$ cat src/rtl/seg_capture_decoder.sv
// -----------------------------------------------------------------------------
// seg_capture_decoder
//
// Samples an active-low 7-segment pattern, waits until the same valid pattern
// has been seen for STABLE_CYCLES consecutive samples, and decodes it back to
// the 3-bit excess-3 digit code ((d + 3) mod 8). Legal results leave through
// a one-entry valid/ready buffer. Illegal patterns pulse err and bump a
// saturating counter. A re-arm rule stops a static display from producing a
// stream of repeated results.
//
// Parameters:
//   STABLE_CYCLES  consecutive identical samples needed before a decision (1..255)
//   ERR_CNT_W      width of the illegal-pattern counter
//
// Ports:
//   clk        rising-edge clock
//   rst        asynchronous, active-high reset
//   seg_in     segment pattern, active-low, [6]=g .. [0]=a
//   seg_valid  seg_in is meaningful this cycle
//   num_out    decoded excess-3 code
//   num_valid  num_out holds an undelivered result
//   num_ready  consumer accepts num_out
//   err        one-cycle pulse: a stable pattern was illegal
//   err_count  saturating count of illegal patterns
//   busy       high while settling or holding a result
// -----------------------------------------------------------------------------
module seg_capture_decoder #(
    parameter int STABLE_CYCLES = 4,
    parameter int ERR_CNT_W     = 8
) (
    input  logic                 clk,
    input  logic                 rst,
    input  logic [6:0]           seg_in,
    input  logic                 seg_valid,
    output logic [2:0]           num_out,
    output logic                 num_valid,
    input  logic                 num_ready,
    output logic                 err,
    output logic [ERR_CNT_W-1:0] err_count,
    output logic                 busy
);

    typedef enum logic [1:0] {
        IDLE,
        SETTLE,
        HOLD
    } state_t;

    // cnt holds the number of matching samples seen so far; the decision is
    // taken on the edge where it would reach STABLE_CYCLES, so compare against
    // STABLE_CYCLES-1 to stay inside 8 bits for the full 1..255 range.
    localparam logic [7:0] LAST_CNT = 8'(STABLE_CYCLES - 1);

    state_t     state, state_nxt;
    logic [6:0] cap;
    logic [7:0] cnt;
    logic       armed;
    logic [6:0] last_pat;

    logic       capture, count, decide, deliver;
    logic [6:0] dec_pat;
    logic       dec_legal;
    logic [2:0] dec_code;
    logic       eligible;

    // Returns {legal, code}.
    function automatic logic [3:0] decode(input logic [6:0] pat);
        case (pat)
            7'b1000000: return 4'b1_011;  // 0
            7'b1111001: return 4'b1_100;  // 1
            7'b0100100: return 4'b1_101;  // 2
            7'b0110000: return 4'b1_110;  // 3
            7'b0011001: return 4'b1_111;  // 4
            7'b0010010: return 4'b1_000;  // 5
            7'b0000010: return 4'b1_001;  // 6
            7'b1111000: return 4'b1_010;  // 7
            default:    return 4'b0_000;
        endcase
    endfunction

    // A sample differing from the last decided pattern arms the block on the
    // same cycle, so it must also be eligible for capture right away.
    assign eligible = seg_valid && (armed || (seg_in != last_pat));

    always_ff @(posedge clk or posedge rst) begin
        if (rst) state <= IDLE;
        else     state <= state_nxt;
    end

    always_comb begin
        // NOTE: every signal gets a default first so no path through the case
        // leaves one unassigned, which would otherwise infer a latch.
        state_nxt = state;
        capture   = 1'b0;
        count     = 1'b0;
        decide    = 1'b0;
        deliver   = 1'b0;
        dec_pat   = cap;

        case (state)
            IDLE: begin
                if (eligible) begin
                    capture = 1'b1;
                    if (STABLE_CYCLES == 1) begin
                        decide  = 1'b1;
                        dec_pat = seg_in;
                    end else begin
                        state_nxt = SETTLE;
                    end
                end
            end
            SETTLE: begin
                if (!seg_valid) begin
                    state_nxt = IDLE;
                end else if (seg_in == cap) begin
                    if (cnt == LAST_CNT) decide = 1'b1;
                    else                 count  = 1'b1;
                end else begin
                    capture = 1'b1;
                end
            end
            HOLD: begin
                if (num_ready) begin
                    deliver   = 1'b1;
                    state_nxt = IDLE;
                end
            end
            default: state_nxt = IDLE;
        endcase

        {dec_legal, dec_code} = decode(dec_pat);
        if (decide) state_nxt = dec_legal ? HOLD : IDLE;
    end

    always_ff @(posedge clk or posedge rst) begin
        if (rst) begin
            cap       <= 7'b0;
            cnt       <= 8'd0;
            armed     <= 1'b1;
            last_pat  <= 7'b1111111;
            num_out   <= 3'b000;
            num_valid <= 1'b0;
            err       <= 1'b0;
            err_count <= '0;
        end else begin
            // NOTE: non-blocking assignments throughout, so every register
            // samples pre-edge values and later statements may override
            // earlier ones (decide clearing armed wins over re-arming).
            err <= 1'b0;

            if (!seg_valid || (seg_in != last_pat)) armed <= 1'b1;

            if (capture) begin
                cap <= seg_in;
                cnt <= 8'd1;
            end else if (count) begin
                cnt <= cnt + 8'd1;
            end

            if (decide) begin
                last_pat <= dec_pat;
                armed    <= 1'b0;
                if (dec_legal) begin
                    num_out   <= dec_code;
                    num_valid <= 1'b1;
                end else begin
                    err <= 1'b1;
                    if (err_count != '1) err_count <= err_count + ERR_CNT_W'(1);
                end
            end

            if (deliver) num_valid <= 1'b0;
        end
    end

    assign busy = (state != IDLE);

endmodule

$ cat config.mk
export PLATFORM = sky130hd
export DESIGN_NAME = seg_capture_decoder
export DESIGN_NICKNAME = d
export VERILOG_FILES = /design/src/rtl/seg_capture_decoder.sv
export SDC_FILE = /design/constraint.sdc
export NUM_CORES = 1
export LEC_CHECK = 0
export BUFFER_PORTS_ARGS = -buffer_cell sky130_fd_sc_hd__buf_2
export CORE_UTILIZATION = 55
export DETAILED_ROUTE_END_ITERATION = 10
export PLACE_DENSITY = 0.82
export SLEW_MARGIN = 20
export SYNTH_ARGS = -nofsm -noshare
export SYNTH_HDL_FRONTEND = slang
export SYNTH_SLANG_ARGS = --single-unit
$ cat constraint.sdc
create_clock -name clk -period 3.9 [get_ports clk]
set_input_delay 0.195 -clock clk [delete_from_list [all_inputs] [get_ports clk]]
set_output_delay 0.195 -clock clk [all_outputs]
set_load 0.01 [all_outputs]
==> qor.csv <==
metric,value,unit
htreeDepth,2,
yosys.area_share.adder,1.25,%
antenna_found_initial,0,
multi_input_area,977,um2
max-cap-violations,0,
yosysMostFrequentCell,dfrtp_1,
synth_area_leader_cell,dfrtp_1,
synthXorXnorAreaFrac,12.2,%
synth_fp_nets,195,
finalMaxSlewViolations,0,
yosys_most_used_dff,dfrtp_1,
synth_edf_count,0,
reg2reg_slack,1480,ps
num_vias,1444,
power.leakage,0.000994,uW
avgSynthCellArea,11.0,um2
worstMarginPinSlew,546,ps
drtPass1Iterations,4,
rsz0062_at_grt,false,
synth_compound_area_share,4.75,%
synth_warnings,0,
cts_tree,yes,
instances_no_fill,253,
worstPathMaxFanout,11,
critPathCaptureType,flop,
drcViolationCount,0,
grt_max_degree,39,
setup_viol,0,
synth_area_leaders,"dfrtp_1 (37%), dfstp_2 (10%), mux2_2 (9.6%)",
die_w,62.4,um
finClkSkew,6.64,ps
wire_per_inst,15.1,um
critPathRequiredTime,4140,ps
yosysSeqAreaShare,48.0,%
numCtsBuffers,5,
synth_simple_gate_area_share,19.7,%
fin_total_pwr,960,uW
initial_core_util,58.6,%
critPathSlowestCell,dfrtp_1,
fillers,282,
yosysTopAreaCellShare,37.5,%
synth_top_family_by_area,simple AND/OR/NAND/NOR gates,
final_area,2210,um2
min_period,2420,ps
crit_arrival,2660,ps
die_area,3890,um2
grt_overflow,0,
diodes,0,
totalWireLength,3.81,mm
core_area,3420,um2
numPlacedInstances,244,
ant_nets,0,
status,"complete, no violations",
grt_usage,22.6,%
fp-row-count,21,
synthArstFlopShare,100,%
clk_latency,350,ps
cp-start-kind,flop,
peakVddDrop,0.000236,V
syn-instance-count,182,
port_buffers,24,
hp-class,in2reg,
synth_seq_cells,38,
maxSlewHeadroom,63.2,%
clockRootBuffer,clkbuf_4,
path_buf_inv,0,
cts_sinks,38,
die_h,62.4,um
viasPerCell,5.71,
worstSetupPathType,reg2reg,
cts_buffer_depth,2,
muxShareOfSynthArea,10.8,%
place_area,2140,um2
ys_top_cells_by_count,"dfrtp_1 (30), xnor2_1 (20), mux2_2 (17)",
hold_viol,0,
fin_crit_sh,61.9,%
drive_above_1_share,30.4,%
drt_iter0_markers,60,
dpl.hpwl,2.75,mm
path_delay_family,simple AND/OR/NAND/NOR gates,
synth.distinct_cells,40,
nets,219,
path_clk_slew,110,ps
io_pins,25,
max_freq,0.414,GHz
grt_pass1_wl,6.76,mm
p_per_area,435,nW/um2
netlist_area,2000,um2
hold_ws,25.4,ps
seqCellArea,961,um2
post_cts_buffers,0,
finalSetupTns,0,ps
place_congestion,0.819,
syn2layout_area_growth,10.2,%
path_cells,or4bb_1 -> a311o_1 -> o31ai_2 -> nor2_1 -> nor2b_2 -> mux2_2,
grt_pass1_vias,1460,
critPathMaxStageDelay,560,ps
[cell type report]
class / count / area share (%)
multi-input combinational: 132 / 44.2
sequential: 38 / 43.5
timing repair buffer: 27 / 6.57
tap: 46 / 2.61
clock buffer: 7 / 2.49
inverter: 2 / 0.340
clock inverter: 1 / 0.227
[routing by layer]
layer  global-route usage [%]  vias to the layer above  wire length (um)
li1                         -                      693                 -
met1                     26.8                      692              1640
met2                     37.1                       47              1880
met3                     6.43                       12               192
met4                     11.9                        0                94
met5                        0                        -                 0
[per-stage QoR]
step,util (%),setup WS (ps)
global placement,62.6,1660
global route,64.7,1340
finish,64.7,1480
detailed placement,62.6,1510
CTS,64.7,1500
floorplan,-,1810
[final timing paths]
path / end / depth (start not counted) / from
worst max-delay path: num_out[0] / 6 / cap[0]
worst min-delay path: num_valid / 2 / num_ready
worst max register to register: num_out[0] / 6 / cap[0]
worst min register to register: err_count[7] / 1 / err_count[7]
max in group asynchronous: last_pat[0] / 4 / rst
min in group asynchronous: cnt[4] / 4 / rst
[timing repair]
item	4_1_cts	5_1_grt
hold buffers	1	0
hold endpoints to repair	30	0
resized for setup	0	0
[report_power, final]
group | internal (uW) | leakage [uW] | switching, uW
combinational | 111 | 0.000480 | 105
clock | 87.4 | 0.0000353 | 129
sequential | 439 | 0.000479 | 87.8
total | 637 | 0.000994 | 322
[registers in the layout, indices dropped and copies added (netlist names)]
| signal | flops |
|---|---|
| err_count | 8 |
| cnt | 8 |
| num_out | 3 |
| err | 1 |
| state | 2 |
| last_pat | 7 |
| armed | 1 |
| cap | 7 |
| num_valid | 1 |
[cells by family after synthesis]
group | Yosys count
xor+xnor | 28
mux | 19
simple gates | 69
compound gates | 14
flops | 38
buf+inv | 12
fa+ha+maj | 2
[layout by cell type, fill, tap and decap left out, types with 3 or more instances in the layout]
master,Yosys,final
dfrtp_1,30,30
buf_2,4,24
xnor2_1,20,20
mux2_2,17,17
nor2_1,14,14
nand4_1,9,9
xor2_1,8,8
nand3_1,8,8
dfstp_2,8,8
nand2_1,7,7
and3_1,6,6
clkbuf_4,0,5
o21ai_0,4,4
nor3_1,4,4
nor4_1,3,3
nand3b_1,3,3
a21oi_1,3,3
No activity file was read; power rests on OpenSTA's default activity.
